### src/rtl/fastdiv_seq.sv
// Sequential radix-2 restoring divider: one quotient bit per clock, busy/valid handshake.
// Define FASTDIV_SIGNED_EN to build the two's-complement variant.
module fastdiv_seq #(
  parameter int unsigned WIDTH = 8
) (
  input  logic                 clk,
  input  logic                 rst_n,
  input  logic                 enbl,
  input  logic [WIDTH-1:0]     xin,
  input  logic [WIDTH-1:0]     yin,
  output logic                 busy,
  output logic                 valid,
  output logic                 dz,
  output logic [2*WIDTH-1:0]   xyout
);

  localparam int unsigned CntW = $clog2(WIDTH + 1);

  typedef enum logic [1:0] {StIdle, StRun, StDone} state_e;

  state_e               state_q;
  logic [WIDTH-1:0]     rem_q, dvd_q, dsr_q;
  logic [CntW-1:0]      cnt_q;
  logic                 busy_q, valid_q, dz_q;
  logic [2*WIDTH-1:0]   xy_q;

  logic [WIDTH-1:0]     xmag, ymag;
  logic [WIDTH:0]       shifted, trial;
  logic                 borrow;
  logic [WIDTH-1:0]     rem_nxt;
  logic [WIDTH-1:0]     q_res, r_res;
  logic                 dz_res;

`ifdef FASTDIV_SIGNED_EN
  logic xneg_q, qneg_q;

  always_comb begin
    xmag = xin[WIDTH-1] ? -xin : xin;
    ymag = yin[WIDTH-1] ? -yin : yin;
  end
`else
  always_comb begin
    xmag = xin;
    ymag = yin;
  end
`endif

  // Dividend register shifts out its MSB into the remainder and takes the quotient bit in at LSB.
  always_comb begin
    shifted          = {rem_q, dvd_q[WIDTH-1]};
    {borrow, trial}  = {1'b0, shifted} - {2'b00, dsr_q};
    rem_nxt          = borrow ? shifted[WIDTH-1:0] : trial[WIDTH-1:0];
  end

  always_comb begin
    dz_res = (dsr_q == '0);
    q_res  = dvd_q;
    r_res  = rem_q;
`ifdef FASTDIV_SIGNED_EN
    if (qneg_q) q_res = -dvd_q;
    if (xneg_q) r_res = -rem_q;
    if (dz_res) q_res = '1;
`endif
  end

  always_ff @(posedge clk or negedge rst_n) begin
    if (!rst_n) begin
      state_q <= StIdle;
      rem_q   <= '0;
      dvd_q   <= '0;
      dsr_q   <= '0;
      cnt_q   <= '0;
      busy_q  <= 1'b0;
      valid_q <= 1'b0;
      dz_q    <= 1'b0;
      xy_q    <= '0;
`ifdef FASTDIV_SIGNED_EN
      xneg_q  <= 1'b0;
      qneg_q  <= 1'b0;
`endif
    end else begin
      unique case (state_q)
        StIdle: begin
          valid_q <= 1'b0;
          if (enbl) begin
            dvd_q   <= xmag;
            dsr_q   <= ymag;
            rem_q   <= '0;
            cnt_q   <= CntW'(WIDTH);
            busy_q  <= 1'b1;
            state_q <= StRun;
`ifdef FASTDIV_SIGNED_EN
            xneg_q  <= xin[WIDTH-1];
            qneg_q  <= xin[WIDTH-1] ^ yin[WIDTH-1];
`endif
          end
        end
        StRun: begin
          rem_q <= rem_nxt;
          dvd_q <= {dvd_q[WIDTH-2:0], ~borrow};
          cnt_q <= cnt_q - CntW'(1);
          if (cnt_q == CntW'(1)) begin
            busy_q  <= 1'b0;
            state_q <= StDone;
          end
        end
        StDone: begin
          xy_q    <= {r_res, q_res};
          dz_q    <= dz_res;
          valid_q <= 1'b1;
          state_q <= StIdle;
        end
        default: state_q <= StIdle;
      endcase
    end
  end

  assign busy  = busy_q;
  assign valid = valid_q;
  assign dz    = dz_q;
  assign xyout = xy_q;

endmodule

### config.mk
export PLATFORM = sky130hd
export DESIGN_NAME = fastdiv_seq
export DESIGN_NICKNAME = d
export VERILOG_FILES = /design/src/rtl/fastdiv_seq.sv
export SDC_FILE = /design/constraint.sdc
export NUM_CORES = 1
export LEC_CHECK = 0
export ABC_CLOCK_PERIOD_IN_PS = 2300
export CORE_ASPECT_RATIO = 1.25
export CORE_MARGIN = 2
export CORE_UTILIZATION = 26
export CTS_BUF_LIST = sky130_fd_sc_hd__clkbuf_2
export DETAILED_ROUTE_END_ITERATION = 10
export PLACE_DENSITY = 0.46
export SLEW_MARGIN = 40
export SYNTH_ARGS = -nofsm -noshare
export SYNTH_HDL_FRONTEND = slang
export SYNTH_SLANG_ARGS = --single-unit
export TNS_END_PERCENT = 100
### constraint.sdc
create_clock -name clk -period 2.3 [get_ports clk]
set_input_delay 0.69 -clock clk [delete_from_list [all_inputs] [get_ports clk]]
set_output_delay 0.69 -clock clk [all_outputs]
set_load 0.05 [all_outputs]
==> impl_metrics.env <==
export IMPL_relSlewSlack_pct=57.44
export IMPL_cts_tree="done"
export IMPL_critical_path_max_fanout=15
export IMPL_skew_ns=0.02924
export IMPL_path_clk_slew_ns=0.28
export IMPL_drcViolationCount=0
export IMPL_ys_top_cells_by_area="dfrtp_1, mux2_2, ha_1"
export IMPL_p_per_area_mw_per_mm2=1578
export IMPL_finalCritPeriodShare_pct=92.15
export IMPL_dp_slack_ns=0.1775
export IMPL_dieArea_sq_mm=0.01019
export IMPL_numClockSinks=49
export IMPL_h_tree_depth=2
export IMPL_rows=39
export IMPL_synth_compound_area_share_pct=16.60
export IMPL_switching_share_pct=48.03
export IMPL_antenna_left=0
export IMPL_netlist_area_sq_mm=0.002442
export IMPL_synth_top_area_share_pct=50.20
export IMPL_dr_pass1_iters=4
export IMPL_synth_edf_count=0
export IMPL_antenna_found_initial=0
export IMPL_ir_worst_vdd_mv=0.3721
export IMPL_synth_area_per_cell_sq_um=10.62
export IMPL_crit_type="register to register"
export IMPL_grt_usage_pct=11.55
export IMPL_dpl_hpwl_mm=4.164
export IMPL_initial_core_util_pct=26.77
export IMPL_syn_inst=230
export IMPL_syn_nets=260
export IMPL_internal_power_w=0.002457
export IMPL_finalWorstSetupSlack_ns=0.1806
export IMPL_vias=1793
export IMPL_hp_class="primary input to async pin"
export IMPL_crit_arrival_ns=2.47
export IMPL_drv_cap=0
export IMPL_clk_path_buf_depth=2
export IMPL_die_y_um=112.4
export IMPL_synth_adder_area_share_pct=5.943
export IMPL_status="finished clean"
export IMPL_synth_common_cells="dfrtp_1, nand2_1, o21ai_0, mux2_2, inv_1"
export IMPL_wl_mm=5.640
export IMPL_drt_initial_drc_count=61
export IMPL_grt_max_degree=50
export IMPL_grt_pass1_vias=1819
export IMPL_crit_path_start_kind="register"
export IMPL_antennaDiodeCount=0
export IMPL_worstPathRequired_ns=2.65
export IMPL_tns_ns=0
export IMPL_synthFlopType="dfrtp_1"
export IMPL_synth_distinct_cells=42
export IMPL_synthSimpleGateAreaFrac_pct=12.50
export IMPL_hold_buffers=0
export IMPL_wl_per_cell_um=14.31
export IMPL_grt_first_pass_wirelength_mm=9.377
export IMPL_ys_async_sr_fraction_pct=100.0
export IMPL_clock_latency_ns=0.43
export IMPL_p_leak_nw=1.383
export IMPL_viasPerCell=4.551
export IMPL_timing_hold_violations_final=0
export IMPL_fmax_ghz=0.4718
export IMPL_dieWidth_um=90.69
export IMPL_slew_violations=0
export IMPL_synth_xor_area_share_pct=1.793
export IMPL_io_pins=38
export IMPL_fin_crit_ns=2.119
export IMPL_area_growth_synth_to_final_pct=22.64
export IMPL_cts_root_buffer="clkbuf_2"
export IMPL_cts_made_buffers=5
export IMPL_nFillCells=976
export IMPL_port_buffers=37
export IMPL_end_kind="register"
export IMPL_worst_pin_slew_ns=0.6384
export IMPL_seq_power_share_pct=32.9
export IMPL_yosysTopAreaCell="dfrtp_1"
export IMPL_yosysWarnings=0
export IMPL_drive_gt1_share_pct=15.87
export IMPL_synthMuxAreaShare_pct=8.145
export IMPL_pwr_share_clk_pct=10.1
export IMPL_final_nets=300
export IMPL_globalplace_congestion=0.7561
export IMPL_p_comb_share_pct=57.0
export IMPL_coreArea_sq_mm=0.009125
export IMPL_grt_ovfl_total=0
export IMPL_seq_area_frac_synth_pct=50.20
export IMPL_p_switching_w=0.002271
export IMPL_yosys_register_bits=49
export IMPL_finalSetupViolations=0
export IMPL_yosysMostFrequentCell="dfrtp_1"
export IMPL_rsz0062_at_grt="false"
export IMPL_synth_top_family_by_area="compound AO/OA/AOI/OAI gates"
worst max-delay path: stages, from the launching register on:
cell and delay, ns:
dfrtp_1 0.51, ha_1 0.38, a21oi_2 0.27, o221ai_2 0.14, a21oi_4 0.40, mux2i_1 0.26, o21ai_1 0.07
cells in the final DEF (no fill, tap or decap), types with 3 or more instances in the layout:
cell             Yosys  layout
a21oi_1              4       4
a22oi_1              6       6
a32oi_1              4       4
buf_4                1      10
clkbuf_2             0       5
clkdlybuf4s50_1      0      17
dfrtp_1             49      49
dlygate4sd2_1        0      17
ha_1                10      10
inv_1               13      13
mux2_2              14      14
mux2i_1              3       3
nand2_1             33      33
nand2b_1             5       5
nand3_1              3       3
nor2_1               9       9
nor2b_1              3       3
nor4_1               3       3
o21ai_0             23      23
o21ai_1              3       3
o21bai_1             3       3
xnor2_1              3       3
registers in the layout, summed over array words and instances, names as in the netlist:
name,count
busy,1
cnt_q,4
dsr_q,8
dvd_q,8
dz,1
r_res,8
state_q,2
valid,1
xyout,16
through the flow:
| stage | total power, W | hold WS (ns) | utilization [%] | cell area, sq um | instances |
|---|---|---|---|---|---|
| floorplan | 0.003636 | 0.3944 | - | 2442 | 230 |
| global placement | 0.004385 | 0.4683 | 32.30 | 2948 | 386 |
| detailed placement | 0.004411 | 0.4700 | 32.30 | 2948 | 386 |
| CTS | 0.004822 | 0.3037 | 32.83 | 2995 | 394 |
| global route | 0.005137 | 0.3075 | 32.83 | 2995 | 394 |
| finish | 0.004728 | 0.3222 | 32.83 | 2995 | 394 |
routing by layer:
layer / track usage (%) / vias up / part of all wire (%)
met4: 3.385 / 0 / 1.0
met2: 20.35 / 31 / 53
met3: 2.752 / 4 / 3.7
met1: 14.00 / 881 / 42
li1: - / 877 / -
met5: 0 / - / 0
layout make-up:
class                           count  area, sq um  share of cell area [%]
Clock buffer                        5        25.02                  0.8354
Multi-Input combinational cell    156         1099                   36.67
Clock inverter                      3        43.79                   1.462
Sequential cell                    49         1226                   40.94
Timing Repair Buffer               45        399.1                   13.32
Inverter                           13        48.80                   1.629
Tap cell                          123        153.9                   5.138
path summary, 6_finish.rpt:
check	from	endpoint	slack (ns)	cells after the start
setup / recovery	r_res[5]$_DFFE_PN0P_	r_res[2]$_DFFE_PN0P_	0.18	6
hold / removal	rst_n	cnt_q[2]$_DFFE_PN0P_	0.32	2
setup reg to reg	r_res[5]$_DFFE_PN0P_	r_res[2]$_DFFE_PN0P_	0.18	6
hold reg to reg	xyout[8]$_DFFE_PN0P_	xyout[8]$_DFFE_PN0P_	0.51	2
max in group asynchronous	rst_n	xyout[0]$_DFFE_PN0P_	1.55	2
min in group clk	xyout[8]$_DFFE_PN0P_	xyout[8]$_DFFE_PN0P_	0.51	2
cells by family after synthesis:
kind of cell	after synthesis
simple gates	64
buf+inv	25
compound gates	58
mux	18
xor+xnor	5
flops	49
fa+ha+maj	11
power by group through the flow:
stage | clock network (W) | registers (W) | logic, W
after floorplan | 0 | 0.00189 | 0.00175
after global placement | 0 | 0.00160 | 0.00279
after detailed placement | 0 | 0.00160 | 0.00282
after CTS | 0.000502 | 0.00157 | 0.00275
after global routing | 0.000529 | 0.00162 | 0.00299
final | 0.000477 | 0.00156 | 0.00270
what timing repair did:
| action | in CTS | in global routing |
|---|---|---|
| gates resized for setup | 17 | 0 |
| endpoints found under the setup margin | 17 | 0 |
| setup buffers | 0 | 0 |
(Power assumes the default switching activity.)
